## src/rtl/if_stage_pkg.sv

```systemverilog
// Shared widths, chip-enable encodings and reset address for the fetch stage.
package if_stage_pkg;

  localparam int INSTADDRBUS = 32;
  localparam int INSTBUS     = 32;

  localparam logic CHIPENABLE  = 1'b1;
  localparam logic CHIPDISABLE = 1'b0;

  localparam logic [INSTBUS-1:0]     NOP          = '0;
  localparam logic [INSTADDRBUS-1:0] RESET_PC_DEF = 32'h0000_0000;

  function automatic logic [INSTADDRBUS-1:0] word_align(input logic [INSTADDRBUS-1:0] addr);
    return {addr[INSTADDRBUS-1:2], 2'b00};
  endfunction

endpackage

```

## src/rtl/if_stage_if_id.sv

```systemverilog
// IF/ID pipeline register: flush clears, IF stall injects a bubble, ID stall holds.
module if_id
  import if_stage_pkg::*;
(
  input  logic                   clk,
  input  logic                   rst,
  input  logic                   flush,
  input  logic                   stall_if,
  input  logic                   stall_id,
  input  logic [INSTADDRBUS-1:0] pc,
  input  logic [INSTBUS-1:0]     inst,
  input  logic                   valid,
  output logic [INSTADDRBUS-1:0] id_pc,
  output logic [INSTBUS-1:0]     id_inst,
  output logic                   id_valid
);

  logic [INSTADDRBUS-1:0] pc_p1;
  logic [INSTBUS-1:0]     inst_p1;
  logic                   vld_p1;

  // stage boundary IF -> ID
  always_ff @(posedge clk) begin
    if (rst || flush || (stall_if && !stall_id)) begin
      pc_p1   <= '0;
      inst_p1 <= NOP;
      vld_p1  <= 1'b0;
    end else if (!stall_id) begin
      pc_p1   <= pc;
      inst_p1 <= inst;
      vld_p1  <= valid;
    end
  end

  assign id_pc    = pc_p1;
  assign id_inst  = inst_p1;
  assign id_valid = vld_p1;

endmodule

```

## src/rtl/if_stage.sv

```systemverilog
// Instruction fetch: PC sequencing with flush/stall/branch priority and a one-entry
// pending-branch slot for branches resolved while IF is stalled.
module if_stage
  import if_stage_pkg::*;
#(
  parameter logic [INSTADDRBUS-1:0] RESET_PC = RESET_PC_DEF
) (
  input  logic                   clk,
  input  logic                   rst,
  input  logic                   stall_if,
  input  logic                   stall_id,
  input  logic                   flush,
  input  logic [INSTADDRBUS-1:0] new_pc,
  input  logic                   branch_flag,
  input  logic [INSTADDRBUS-1:0] branch_target,
  output logic                   rom_ce,
  output logic [INSTADDRBUS-1:0] rom_addr,
  input  logic [INSTBUS-1:0]     rom_inst,
  output logic [INSTADDRBUS-1:0] id_pc,
  output logic [INSTBUS-1:0]     id_inst,
  output logic                   id_valid
);

  logic                   ce_p0;
  logic [INSTADDRBUS-1:0] pc_p0;
  logic [INSTADDRBUS-1:0] pc_next;
  logic                   pend_vld;
  logic [INSTADDRBUS-1:0] pend_target;

  always_comb begin
    pc_next = pc_p0 + 32'd4;
    if (flush)            pc_next = word_align(new_pc);
    else if (stall_if)    pc_next = pc_p0;
    else if (pend_vld)    pc_next = pend_target;
    else if (branch_flag) pc_next = word_align(branch_target);
  end

  // stage boundary PC -> IF; PC stays at RESET_PC until the ROM is enabled
  always_ff @(posedge clk) begin
    if (rst) begin
      ce_p0    <= CHIPDISABLE;
      pc_p0    <= RESET_PC;
      pend_vld <= 1'b0;
    end else begin
      ce_p0 <= CHIPENABLE;
      pc_p0 <= (ce_p0 == CHIPDISABLE) ? RESET_PC : pc_next;
      if (flush)
        pend_vld <= 1'b0;
      else if (stall_if && branch_flag && ce_p0 == CHIPENABLE)
        pend_vld <= 1'b1;
      else if (!stall_if)
        pend_vld <= 1'b0;
    end
  end

  always_ff @(posedge clk) begin
    if (stall_if && branch_flag)
      pend_target <= word_align(branch_target);
  end

  assign rom_ce   = ce_p0;
  assign rom_addr = (ce_p0 == CHIPENABLE) ? pc_p0 : '0;

  if_id u_if_id (
    .clk      (clk),
    .rst      (rst),
    .flush    (flush),
    .stall_if (stall_if),
    .stall_id (stall_id),
    .pc       (pc_p0),
    .inst     (rom_inst),
    .valid    (ce_p0),
    .id_pc    (id_pc),
    .id_inst  (id_inst),
    .id_valid (id_valid)
  );

endmodule

```

## config.mk

```make
export PLATFORM = sky130hd
export DESIGN_NAME = if_stage
export DESIGN_NICKNAME = d
export VERILOG_FILES = /design/src/rtl/if_stage_pkg.sv /design/src/rtl/if_stage_if_id.sv /design/src/rtl/if_stage.sv
export SDC_FILE = /design/constraint.sdc
export NUM_CORES = 1
export LEC_CHECK = 0
export BUFFER_PORTS_ARGS = -buffer_cell sky130_fd_sc_hd__buf_2
export CAP_MARGIN = 10
export CORE_ASPECT_RATIO = 0.6
export CORE_MARGIN = 3
export CORE_UTILIZATION = 55
export DETAILED_ROUTE_END_ITERATION = 8
export HOLD_SLACK_MARGIN = 0.1
export PLACE_DENSITY = 0.86
export SLEW_MARGIN = 25
export SYNTH_ARGS = -nofsm -noshare
export SYNTH_HDL_FRONTEND = slang
export SYNTH_SLANG_ARGS = --single-unit
```

## constraint.sdc

```tcl
create_clock -name clk -period 6.5 [get_ports clk]
set_clock_uncertainty 0.2 [all_clocks]
set_input_delay 0.65 -clock clk [delete_from_list [all_inputs] [get_ports clk]]
set_output_delay 0.65 -clock clk [all_outputs]
set_load 0.01 [all_outputs]
```

==> impl_metrics.csv <==
group,metric,value,unit
placement,dp.cells,915,
clocking,cts_hold_buf,0,
finish,nFillCells,737,
timing,grt_setup_unrepaired,"no",
finish,num_antenna_cells,0,
clocking,cts_root_buffer,"clkbuf_16",
finish,fin_cells,947,
synth,synth-edff-count,30,
finish,final_layout_size_suffix_gt1_share,29.7,%
route,detail-route-antenna-nets,0,
clocking,clock-sinks,129,
setup_path,setup.worst_path.start_class,"flop",
timing,setup_tns,0,ps
synth,syn_inst,631,
route,drc,0,
setup_path,timing.rr.start,"rom_ce",
floorplanning,initial_core_util,58.4,%
clocking,post_cts_buffers,0,
hold_path,holdCritPathClass,"in -> reg",
route,wl_per_cell,19.2,um
floorplanning,placementRows,28,
global_routing,antenna_found_initial,1,
finish,final_nets,902,
setup_path,critPathTopFamily,"simple AND/OR/NAND/NOR gates",
route,drt_iter0_drc,803,
setup_path,path_cells,"nor2b_1 -> nand2_2 -> nor2_1 -> o21ai_0 -> o22ai_1",
clocking,tritoncts,"done",
timing,maxSlewViolCount,0,
finish,area_delta_synth_final,26.2,%
route,route.vias.total,5674,
synth,synth.avg_cell_area,9.43,um^2
global_routing,grt_max_degree,67,
synth,synth-seq-cells,129,
timing,hold_ws,226,ps
synth,yosysUniqueCellTypes,54,
floorplanning,fp.dieW,140,um
setup_path,worst-path-buf-inv,0,
clocking,clock_latency,420,ps
synth,ys_warn_count,0,
finish,final_cell_mix,"buf_2 (194), dfxtp_1 (98), nor2_1 (89), mux2i_1 (69), and2_1 (34)",
setup_path,crit_path_top_delay_cell,"nor2b_1",
clocking,cts_buffers,17,
timing,setup_viol,0,
global_routing,overflow,0,
route,vias_per_cell,5.99,
synth,ys.flop_type,"dfxtp_1",
route,first_pass_iters,6,
finish,final_common_cell,"buf_2",
setup_path,cp_max_fo,37,
floorplanning,ios,200,
synth,synth_fp_nets,734,
placement,globalplace.congestion,0.884,
setup_path,endpoint_kind,"flop",
clocking,cts.path.max_buffers,2,
setup_path,startpoint,"rom_ce",
timing,timing.slew.headroom,27.7,%
floorplanning,design.die.area,12100,um^2
run_status,status,"finished clean",
timing,fin_crit,3300,ps
synth,async_reset_ff_share,0,%
power_and_ir_drop,leakagePower,0.00334,uW
power_and_ir_drop,power.density,261,nW/um^2
clocking,clkTransAtPathRegs,60,ps
clocking,cts_max_level,4,
finish,utilization,73.7,%
finish,final_area,7510,um^2
setup_path,crit_path_end,"pc_p0[29]",
synth,syn_area,5950,um^2
timing,max_freq,303,MHz
synth,seq_area_frac_synth,48.5,%
floorplanning,core,10200,um^2
setup_path,crit_cells,5,
clocking,ctsResizeCount,0,
setup_path,reg2reg_to,"pc_p0[29]",
placement,port_buffers,195,
setup_path,critPathMaxStageDelay,840,ps
floorplanning,fp.dieH,86.6,um
timing,worstMarginPinSlew,1080,ps
setup_path,arrival,3430,ps
global_routing,grt_pass1_wl,28.6,mm
run,max-cap-violations,0,
setup_path,cp_data_required_time,6630,ps
global_routing,grt.total_usage,29.7,%
route,drt_wl_total,18.2,mm
placement,place_area,6950,um^2
placement,place_hpwl,12.5,mm
power_and_ir_drop,ir_drop,0.208,mV
timing,hold_violations,0,
timing,fin_crit_sh,50.8,%
global_routing,first_global_vias,5526,
setup_path,reg2reg_slack,3200,ps
setup_path,reg2regPathDepth,5,
setup_path,path_class,"reg -> reg",
## area by class of cell
type	count	area (um^2)	share of cell area, %
clock buffers	19	454	6.05
clock inverters	13	98.8	1.32
inverters	14	52.6	0.700
multi-input cells	436	2800	37.3
flip-flops and latches	129	2880	38.4
well taps	135	169	2.25
repair buffers	201	1050	13.9
## flip-flops by register name (all words and copies together), names as in the netlist
| register | flops |
|---|---|
| pend_target | 30 |
| u_if_id.id_pc | 32 |
| pc_p0 | 32 |
| rom_ce | 1 |
| pend_vld | 1 |
| u_if_id.id_valid | 1 |
| u_if_id.id_inst | 32 |
## power breakdown
part / leakage (uW) / total [uW] / switching [uW] / internal, uW
clock: 0.000275 / 894 / 378 / 516
combinational: 0.00198 / 183 / 104 / 79.2
sequential: 0.00109 / 881 / 29.7 / 851
total: 0.00334 / 1960 / 511 / 1450
## how the worst min path moves through the flow
stage	startpoint	end	slack [ps]	depth (start not counted)
after floorplan	pc_p0[0]	pc_p0[0]	240	1
after global placement	pc_p0[0]	pc_p0[0]	260	1
after detailed placement	pc_p0[0]	pc_p0[0]	270	1
after CTS	branch_target[10]	pend_target[10]	220	1
after global routing	branch_target[26]	pend_target[26]	220	1
final	branch_target[13]	pend_target[13]	230	1
## synthesized netlist by cell type (11+ instances only)
| cell type | number | share of area (%) |
|---|---|---|
| a21oi_1 | 33 | 2.8 |
| a221oi_1 | 14 | 2.1 |
| and2_1 | 34 | 3.6 |
| buf_1 | 11 | 0.69 |
| clkbuf_1 | 31 | 2.0 |
| dfxtp_1 | 99 | 33 |
| edfxtp_1 | 30 | 15 |
| inv_1 | 13 | 0.82 |
| mux2i_1 | 69 | 12 |
| nand2_1 | 27 | 1.7 |
| nor2_1 | 90 | 5.7 |
| nor3_1 | 19 | 1.6 |
| o21ai_0 | 22 | 1.9 |
| o22ai_1 | 20 | 2.1 |
| xnor2_1 | 17 | 2.5 |
## cells by family (layout without fill, tap and decap cells)
group | count (synthesis) | in the layout | synth area share [%]
simple gates | 217 | 217 | 17.8
flops | 129 | 129 | 48.5
compound gates | 127 | 127 | 14.0
mux | 69 | 69 | 11.6
buf+inv | 66 | 247 | 4.65
xor+xnor | 22 | 22 | 3.24
fa+ha+maj | 1 | 1 | 0.210
## metal layers
layer | routed length, um | vias to the layer above | global-route usage [%] | part of all wire, %
met5 | 13 | - | 0 | 0.071
met4 | 226 | 2 | 8.88 | 1.2
met3 | 2430 | 27 | 10.0 | 13
met2 | 8060 | 408 | 44.6 | 44
met1 | 7470 | 2648 | 41.1 | 41
li1 | - | 2589 | - | -
## stage by stage
step / worst slack, ps / power [uW]
floorplan: 3670 / 996
global placement: 2970 / 1060
detailed placement: 2970 / 1070
CTS: 2910 / 1960
global route: 3030 / 2020
finish: 3200 / 1960
(Power assumes the default switching activity.)
